<file path="src/rtl/vbs_timing_gen_if.sv">
// Video timing bus: RAM fetch request/return plus composite video outputs.
interface vbs_timing_gen_if #(
    parameter int unsigned X_BITS = 9,
    parameter int unsigned Y_BITS = 8
);
    logic [X_BITS-1:0] x;
    logic [Y_BITS-1:0] y;
    logic              valid;
    logic              data;
    logic              invert;
    logic              visible;
    logic              sync;
    logic              pixel;
    logic              frame;

    // Generator side: drives requests and video, receives RAM data and polarity.
    modport master (
        output x, y, valid, visible, sync, pixel, frame,
        input  data, invert
    );

    // Consumer side: RAM model / video sink.
    modport slave (
        input  x, y, valid, visible, sync, pixel, frame,
        output data, invert
    );
endinterface

</file>
<file path="src/rtl/vbs_timing_gen.sv">
// Composite-video (VBS) timing generator and pixel serialiser.
// Issues pipelined x/y fetch requests LEAD+1 clocks ahead of the pixel they
// produce, and emits composite sync, frame strobe and visible flag.
// Optional build macro: VBS_SERRATION_EN splits each vsync line into two
// serrated half-lines; when undefined each vsync line is one broad pulse.
module vbs_timing_gen #(
    parameter int unsigned H_TOTAL  = 384,
    parameter int unsigned H_SYNC   = 28,
    parameter int unsigned H_START  = 80,
    parameter int unsigned H_WIDTH  = 256,
    parameter int unsigned V_TOTAL  = 312,
    parameter int unsigned V_SYNC   = 3,
    parameter int unsigned V_START  = 50,
    parameter int unsigned V_HEIGHT = 200,
    parameter int unsigned LEAD     = 2,
    parameter int unsigned X_BITS   = 9,
    parameter int unsigned Y_BITS   = 8
) (
    input  logic              clk,
    input  logic              resetN,
    vbs_timing_gen_if.master  bus
);

    localparam int unsigned HW = $clog2(H_TOTAL);
    localparam int unsigned VW = $clog2(V_TOTAL);
    // Request column that lines up with the first visible pixel.
    localparam int unsigned R  = H_START - LEAD - 1;

    localparam logic [HW-1:0] H_LAST  = HW'(H_TOTAL - 1);
    localparam logic [HW-1:0] H_SYNCW = HW'(H_SYNC);
    localparam logic [HW-1:0] REQ_LO  = HW'(R);
    localparam logic [HW-1:0] REQ_HI  = HW'(R + H_WIDTH - 1);
    localparam logic [HW-1:0] PIX_LO  = HW'(H_START);
    localparam logic [HW-1:0] PIX_HI  = HW'(H_START + H_WIDTH - 1);
    localparam logic [VW-1:0] V_LAST  = VW'(V_TOTAL - 1);
    localparam logic [VW-1:0] V_SYNCL = VW'(V_SYNC);
    localparam logic [VW-1:0] V_LO    = VW'(V_START);
    localparam logic [VW-1:0] V_HI    = VW'(V_START + V_HEIGHT - 1);
`ifdef VBS_SERRATION_EN
    localparam logic [HW-1:0] H_HALF  = HW'(H_TOTAL / 2);
    localparam logic [HW-1:0] H_SERR  = HW'(H_TOTAL / 2 - H_SYNC);
`else
    localparam logic [HW-1:0] H_BROAD = HW'(H_TOTAL - H_SYNC);
`endif

    // Reject geometries that cannot be generated.
    if (!(H_SYNC < R) ||
        !(H_START + H_WIDTH <= H_TOTAL) ||
        !(V_SYNC < V_START) ||
        !(V_START + V_HEIGHT <= V_TOTAL) ||
        !(longint'(H_WIDTH) <= (longint'(1) << X_BITS)) ||
        !(longint'(V_HEIGHT) <= (longint'(1) << Y_BITS)) ||
        !(LEAD >= 1)) begin : g_bad_cfg
        $error("vbs_timing_gen: inconsistent timing parameters");
    end
`ifdef VBS_SERRATION_EN
    if ((H_TOTAL % 2) != 0) begin : g_bad_half
        $error("vbs_timing_gen: H_TOTAL must be even for serration");
    end
`endif

    logic [HW-1:0]     h_q, h_d;
    logic [VW-1:0]     v_q, v_d;
    logic [X_BITS-1:0] x_q, x_d;
    logic [Y_BITS-1:0] y_q, y_d;
    logic              valid_q, valid_d;
    logic              visible_q, visible_d;
    logic              sync_q, sync_d;
    logic              pixel_q, pixel_d;
    logic              frame_q, frame_d;

    logic              in_vwin;
    logic              vs_sync;
`ifdef VBS_SERRATION_EN
    logic [HW-1:0]     h_half;
`endif

    // Next-state: raster counters and registered outputs for the current column.
    always_comb begin
        h_d       = h_q;
        v_d       = v_q;
        x_d       = x_q;
        y_d       = y_q;
        valid_d   = 1'b0;
        visible_d = 1'b0;
        pixel_d   = 1'b0;
        sync_d    = 1'b1;
        frame_d   = 1'b0;
        in_vwin   = 1'b0;
        vs_sync   = 1'b1;
`ifdef VBS_SERRATION_EN
        h_half    = '0;
`endif

        if (h_q == H_LAST) begin
            h_d = '0;
            v_d = (v_q == V_LAST) ? '0 : v_q + VW'(1);
        end else begin
            h_d = h_q + HW'(1);
        end

`ifdef VBS_SERRATION_EN
        h_half  = (h_q >= H_HALF) ? h_q - H_HALF : h_q;
        vs_sync = (h_half >= H_SERR);
`else
        vs_sync = (h_q >= H_BROAD);
`endif
        sync_d = (v_q < V_SYNCL) ? vs_sync : (h_q >= H_SYNCW);

        in_vwin = (v_q >= V_LO) && (v_q <= V_HI);

        valid_d = in_vwin && (h_q >= REQ_LO) && (h_q <= REQ_HI);
        if (valid_d) begin
            x_d = X_BITS'(h_q - REQ_LO);
            y_d = Y_BITS'(v_q - V_LO);
        end

        // Gate data so pixel never depends on the RAM outside the window.
        visible_d = in_vwin && (h_q >= PIX_LO) && (h_q <= PIX_HI);
        pixel_d   = visible_d ? (bus.data ^ bus.invert) : 1'b0;

        frame_d = (h_q == '0) && (v_q == '0);
    end

    // State and output registers.
    always_ff @(posedge clk or negedge resetN) begin
        if (!resetN) begin
            h_q       <= '0;
            v_q       <= '0;
            x_q       <= '0;
            y_q       <= '0;
            valid_q   <= 1'b0;
            visible_q <= 1'b0;
            sync_q    <= 1'b1;
            pixel_q   <= 1'b0;
            frame_q   <= 1'b0;
        end else begin
            h_q       <= h_d;
            v_q       <= v_d;
            x_q       <= x_d;
            y_q       <= y_d;
            valid_q   <= valid_d;
            visible_q <= visible_d;
            sync_q    <= sync_d;
            pixel_q   <= pixel_d;
            frame_q   <= frame_d;
        end
    end

    assign bus.x       = x_q;
    assign bus.y       = y_q;
    assign bus.valid   = valid_q;
    assign bus.visible = visible_q;
    assign bus.sync    = sync_q;
    assign bus.pixel   = pixel_q;
    assign bus.frame   = frame_q;

endmodule

</file>
<file path="src/flat_wrapper.sv">
// flat-port wrapper written by rule: the top's interface ports become plain ports
module vbs_timing_gen_flat 
#(
    parameter int unsigned H_TOTAL  = 384,
    parameter int unsigned H_SYNC   = 28,
    parameter int unsigned H_START  = 80,
    parameter int unsigned H_WIDTH  = 256,
    parameter int unsigned V_TOTAL  = 312,
    parameter int unsigned V_SYNC   = 3,
    parameter int unsigned V_START  = 50,
    parameter int unsigned V_HEIGHT = 200,
    parameter int unsigned LEAD     = 2,
    parameter int unsigned X_BITS   = 9,
    parameter int unsigned Y_BITS   = 8
)
  (clk, resetN, bus_x, bus_y, bus_valid, bus_visible, bus_sync, bus_pixel, bus_frame, bus_data, bus_invert);
  vbs_timing_gen_if #(.X_BITS(X_BITS), .Y_BITS(Y_BITS)) bus_i ();
  input  logic clk;
  input  logic resetN;
  output wire logic [$bits(bus_i.x)-1:0] bus_x;
  output wire logic [$bits(bus_i.y)-1:0] bus_y;
  output wire logic [$bits(bus_i.valid)-1:0] bus_valid;
  output wire logic [$bits(bus_i.visible)-1:0] bus_visible;
  output wire logic [$bits(bus_i.sync)-1:0] bus_sync;
  output wire logic [$bits(bus_i.pixel)-1:0] bus_pixel;
  output wire logic [$bits(bus_i.frame)-1:0] bus_frame;
  input wire logic [$bits(bus_i.data)-1:0] bus_data;
  input wire logic [$bits(bus_i.invert)-1:0] bus_invert;
  assign bus_x = bus_i.x;
  assign bus_y = bus_i.y;
  assign bus_valid = bus_i.valid;
  assign bus_visible = bus_i.visible;
  assign bus_sync = bus_i.sync;
  assign bus_pixel = bus_i.pixel;
  assign bus_frame = bus_i.frame;
  assign bus_i.data = bus_data;
  assign bus_i.invert = bus_invert;
  vbs_timing_gen #(.H_TOTAL(H_TOTAL), .H_SYNC(H_SYNC), .H_START(H_START), .H_WIDTH(H_WIDTH), .V_TOTAL(V_TOTAL), .V_SYNC(V_SYNC), .V_START(V_START), .V_HEIGHT(V_HEIGHT), .LEAD(LEAD), .X_BITS(X_BITS), .Y_BITS(Y_BITS)) u_core (.clk(clk), .resetN(resetN), .bus(bus_i));
endmodule
</file>
<file path="config.mk">
export PLATFORM = sky130hd
export DESIGN_NAME = vbs_timing_gen_flat
export DESIGN_NICKNAME = d
export VERILOG_FILES = /design/src/rtl/vbs_timing_gen_if.sv /design/src/rtl/vbs_timing_gen.sv /design/src/flat_wrapper.sv
export SDC_FILE = /design/constraint.sdc
export NUM_CORES = 1
export LEC_CHECK = 0
export CAP_MARGIN = 20
export CELL_PAD_IN_SITES_DETAIL_PLACEMENT = 1
export CELL_PAD_IN_SITES_GLOBAL_PLACEMENT = 1
export CORE_ASPECT_RATIO = 1.75
export CORE_UTILIZATION = 40
export DETAILED_ROUTE_END_ITERATION = 6
export PLACE_DENSITY = 0.79
export SYNTH_ARGS = -nofsm -noshare
export SYNTH_HDL_FRONTEND = slang
export SYNTH_SLANG_ARGS = --single-unit
</file>
<file path="constraint.sdc">
create_clock -name clk -period 2.3 [get_ports clk]
set_input_delay 0.46 -clock clk [delete_from_list [all_inputs] [get_ports clk]]
set_output_delay 0.46 -clock clk [all_outputs]
set_load 0.01 [all_outputs]
</file>
; Yosys cells after proc, flatten, opt, wreduce, memory -nomap -nowiden
; Cells that the tools add are included.
[classes]
n_addsub = 4
n_lt_le_gt_ge = 9
n_eq_ne = 2
muxes = 4
n_bitwise = 1
reduce_logical = 8
[ops]
columns = op, count
row1 = "adder 9 x 1 -> 9 bit, second input constant", 2
row2 = "equality test 9 bit, second input constant", 2
row3 = ">= comparator 9 x 7 -> 1 bit, second input constant", 2
row4 = "less-or-equal comparator 9 bit, second input constant", 2
row5 = logical NOT 9 bit, 2
row6 = 2-to-1 mux 9 bit, 2
row7 = ">= comparator 9 x 5 -> 1 bit, second input constant", 1
row8 = ">= comparator 9 x 6 -> 1 bit, second input constant", 1
row9 = ">= comparator 9 bit, second input constant", 1
row10 = "less-or-equal comparator 9 x 8 -> 1 bit, second input constant", 1
row11 = "less-than comparator 9 x 2 -> 1 bit, second input constant", 1
row12 = "subtractor 9 x 7 -> 9 bit, second input constant", 1
row13 = "subtractor 8 x 6 -> 8 bit, second input constant", 1
row14 = logical AND 1 bit, 6
row15 = 2-to-1 mux 1 bit, 2
row16 = XOR 1 bit, 1
[totals]
register_bits = 40
in_bits = 4
out_inout_bits = 22
elab_cells = 37

; Depth between registers and ports, before layout
[logic_depth]
word_depth = 5
ltp_mapped = 9
ltp_nobuf = 7

; Worst setup path after synthesis
; Ideal clock, no wire load.
[synth_timing]
path_type = register to register
start = register u_core.v_q[1]
end = register u_core.x_q[7] (netlist: u_core.bus.x[7])
setup_time_ps = 125
arrival_ps = 2171
required_ps = 2175
path_slack_ps = 3
stages_incl_launch_ff = 9
n_path_buf = 1
period_less_slack_ps = 2297
cell_sequence = dfrtp_1 inv_1 ha_1 nand2b_1 o21bai_1 a221o_1 a221oi_4 buf_12 mux2_4
[synth_between]
elab_chain_cells = 4
word_cells_on_any_way = 5
classes_between = 2 x order compare / 3 x reduce/logical
[synth_lines]
columns = element, line_no
row1 = "start, declared", vbs_timing_gen.sv:63  ; logic [VW-1:0] v_q, v_d;
row2 = "start signal, assigned", vbs_timing_gen.sv:139  ; v_q <= v_d;
row3 = >= comparator 9 x 6 -> 1 bit / less-or-equal comparator 9 x 8 -> 1 bit (equally long branches), vbs_timing_gen.sv:110  ; in_vwin = (v_q >= V_LO) && (v_q <= V_HI);
row4 = logical AND 1 bit (*), vbs_timing_gen.sv:110
row5 = logical AND 1 bit (*) (2 in a row), vbs_timing_gen.sv:112  ; valid_d = in_vwin && (h_q >= REQ_LO) && (h_q <= REQ_HI);
row6 = net u_core.valid_d, vbs_timing_gen.sv:66  ; logic valid_q, valid_d;
row7 = "end signal, assigned", vbs_timing_gen.sv:130  ; x_q <= '0;
row8 = "end signal, assigned", vbs_timing_gen.sv:140  ; x_q <= x_d;
row9 = "end, declared", vbs_timing_gen.sv:64  ; logic [X_BITS-1:0] x_q, x_d;
; Mark *: on every way through the listed nets, which the timed path passes. The rest lies on a longest branch.
; A chain may end at the register's enable or synchronous reset.

; Worst setup path in the final report
[layout_timing]
start = register u_core.v_q[1]
end = register u_core.y_q[7] (netlist: u_core.bus.y[7])
[layout_between]
elab_chain_cells = 4
word_cells_on_any_way = 6
classes_between = 1 x add/sub / 2 x order compare / 3 x reduce/logical
[layout_lines]
columns = element, line_no
row1 = >= comparator 9 x 6 -> 1 bit / less-or-equal comparator 9 x 8 -> 1 bit (equally long branches), vbs_timing_gen.sv:110
row2 = logical AND 1 bit, vbs_timing_gen.sv:110
row3 = logical AND 1 bit (2 in a row), vbs_timing_gen.sv:112
row4 = "end signal, assigned", vbs_timing_gen.sv:141  ; y_q <= y_d;
row5 = "end, declared", vbs_timing_gen.sv:65  ; logic [Y_BITS-1:0] y_q, y_d;
; Parallel ways exist; a longest one is shown, timed or not.

==> metrics.yaml <==
outcome: "finished, final reports clean"
r2r-start: "u_core.v_q[1]"
synth-xor-area-share_pct: 7.735
synthesis.area_um2: 2265
tns_ns: 0
synth_top_family_by_area: "simple AND/OR/NAND/NOR gates"
r2r_slack_ns: 0.11
critPathCaptureType: "flop"
core_um2: 5343
vias: 1725
grt_use_total_pct: 21.79
seq_area_frac_synth_pct: 44.25
slew_headroom_pct: 39.78
synth_edf_count: 0
viasPerCell: 5.211
p_leak_uw: 0.001308
swShare_pct: 20.41
place.detailed.hpwl_um: 4357
floorplan.initialDensity_pct: 42.39
peakVddDrop_mv: 0.4073
period_share_pct: 95.10
synth_cell_types: 42
critPathMaxFanout: 12
synth_mux_area_share_pct: 9.503
cp-endpoint: "u_core.bus.y[7]"
design.portCount: 26
fin_crit_ns: 2.187
drc_errors: 0
syn_area_per_cell_um2: 10.44
rows: 35
syn_to_final_growth_pct: 23.92
p_seq_share_pct: 52.6
htree_levels: 2
clk_pin_slew_worst_paths_ns: 0.08
cts_buffers: 5
grt_max_degree: 41
num_antenna_cells: 0
die_height_um: 101.5
cts-root-buf: "clkbuf_8"
synth_flop_cell: "dfrtp_1"
synth_fp_nets: 233
cts_hold_buf: 0
synth.ff_latch_count: 40
synth_compound_area_share_pct: 10.77
dpl_worst_slack_ns: 0.05134
dpl-instance-area_um2: 2666
postLayoutCellArea_um2: 2806
die_area_um2: 5979
hold_class: "input port to async pin"
insertion_delay_ns: 0.30
avgRoutedWirePerCell_um: 17.65
wirelength_um: 5841
ys_warn_count: 0
syn-instance-count: 217
die_w_um: 58.88
synth_simple_gate_area_share_pct: 15.41
ys_async_sr_fraction_pct: 100.0
io_buffers: 25
layout-drive-gt1-share_pct: 21.79
grt_first_pass_wirelength_um: 9397
arrival_ns: 2.37
p_total_uw: 1335
cap_violations: 0
crit_required_ns: 2.48
mostFrequentLayoutCells: "39 x dfrtp_1, 24 x clkdlybuf4s50_1, 19 x buf_4"
clockPowerShare_pct: 45.9
final_common_cell: "dfrtp_1"
overflow: 0
layout.nets: 272
cts_tree: "yes"
dr.first_iter.drc_count: 50
p_int_uw: 1062
layout_setup_ws_ns: 0.1128
worstSetupPathType: "flop to flop"
cts_num_sinks: 40
rr_endpoint: "u_core.bus.y[7]"
fmax_mhz: 457.2
critPathLaunch: "u_core.v_q[1]"
hold_viol_final: 0
first_pass_iters: 3
antenna_found_initial: 0
comb_power_share_pct: 1.5
tightest_slew_ns: 0.9033
rsz0062_at_grt: "false"
startpoint_type: "flop"
maxSlewViolCount: 0
ant_nets: 0
r2r.worst_path.cells: 8
power_density_nw_per_um2: 475.5
skew_ns: 0.006540
setup_viol: 0
grt_pass1_vias: 1838
switching_power_uw: 272.3
clockBufferDepth: 2
gp_congestion: 0.8644
synthAdderAreaFrac_pct: 6.630
synthesized netlist by cell type, types with 4 or more instances:
library cell  instances  share of area, %
xnor2_1              10               3.9
mux2_4                7               4.6
nor2_1               18               3.0
nor3_1                9               2.0
inv_1                 8               1.3
ha_1                 12               6.6
dfrtp_1              39                43
buf_2                 6               1.3
nand2_1              18               3.0
xor2_1               10               3.9
nand3_1               8               1.8
o21ai_0              17               3.8
mux2_2                8               4.0
a31oi_1               4               1.1
or3_1                 5               1.4
worst max-delay path, cell delays in order, from the launching register on:
cell	delay (ns)
dfrtp_1	0.38
buf_4	0.16
ha_1	0.15
nor2b_1	0.13
o21bai_1	0.07
a221o_1	0.36
a221oi_4	0.29
buf_12	0.19
mux2_2	0.34
repair_timing:
action	4_1_cts	5_1_grt
gates resized for setup	0	5
buffers inserted	0	1
endpoints found under the setup margin	0	11
logic make-up after synthesis:
logic type      count (synthesis)
fa+ha+maj                      12
xor+xnor                       20
simple gates                   70
compound gates                 36
mux                            17
buf+inv                        22
flops                          40
power groups by stage:
stage | clock (uW) | sequential (uW) | combinational (uW)
3_5_place_dp | 0 | 717 | 21.4
4_1_cts | 624 | 703 | 21.3
5_1_grt | 653 | 703 | 23.7
6_report | 612 | 703 | 19.8
2_1_floorplan | 0 | 717 | 1.46
3_3_place_gp | 0 | 717 | 21.2
layer usage:
metal,part of all wire [%],global-route usage (%),wire length [um]
met1,37,22.62,2142
met2,59,41.43,3434
met3,1.7,2.937,97
met4,2.9,10.26,167
met5,0,0,0
cell type report:
class	instances	area [um2]
Clock buffer	6	82.58
Clock inverter	2	38.79
Fill cell	617	2536
Inverter	8	30.03
Multi-Input combinational cell	155	1141
Sequential cell	40	1002
Tap cell	74	92.59
Timing Repair Buffer	46	419.2
worst min-delay path by stage:
stage	to	slack, ns	cells past startpoint
2_1_floorplan	u_core.bus.frame	0.16	0
3_3_place_gp	u_core.bus.x[3]	0.49	1
3_5_place_dp	u_core.bus.x[2]	0.49	1
4_1_cts	u_core.bus.frame	0.33	1
5_1_grt	u_core.h_q[7]	0.37	1
6_report	u_core.h_q[7]	0.29	1
state kept, by name (all words and copies together), names as in the netlist:
name,count
u_core.h_q,9
u_core.bus.frame,1
u_core.v_q,9
u_core.bus.x,9
u_core.bus.valid,1
u_core.bus.pixel,1
u_core.bus.visible,1
u_core.bus.sync,1
u_core.bus.y,8
per-stage QoR:
step | cells | util, % | hold WS, ns
final | 331 | 52.53 | 0.2883
after global routing | 331 | 52.53 | 0.3744
after CTS | 330 | 52.18 | 0.3286
after detailed placement | 322 | 49.91 | 0.4950
after global placement | 322 | 49.91 | 0.4920
after floorplan | 217 | - | 0.1644
Note: power is estimated with default switching activity, not from simulation.
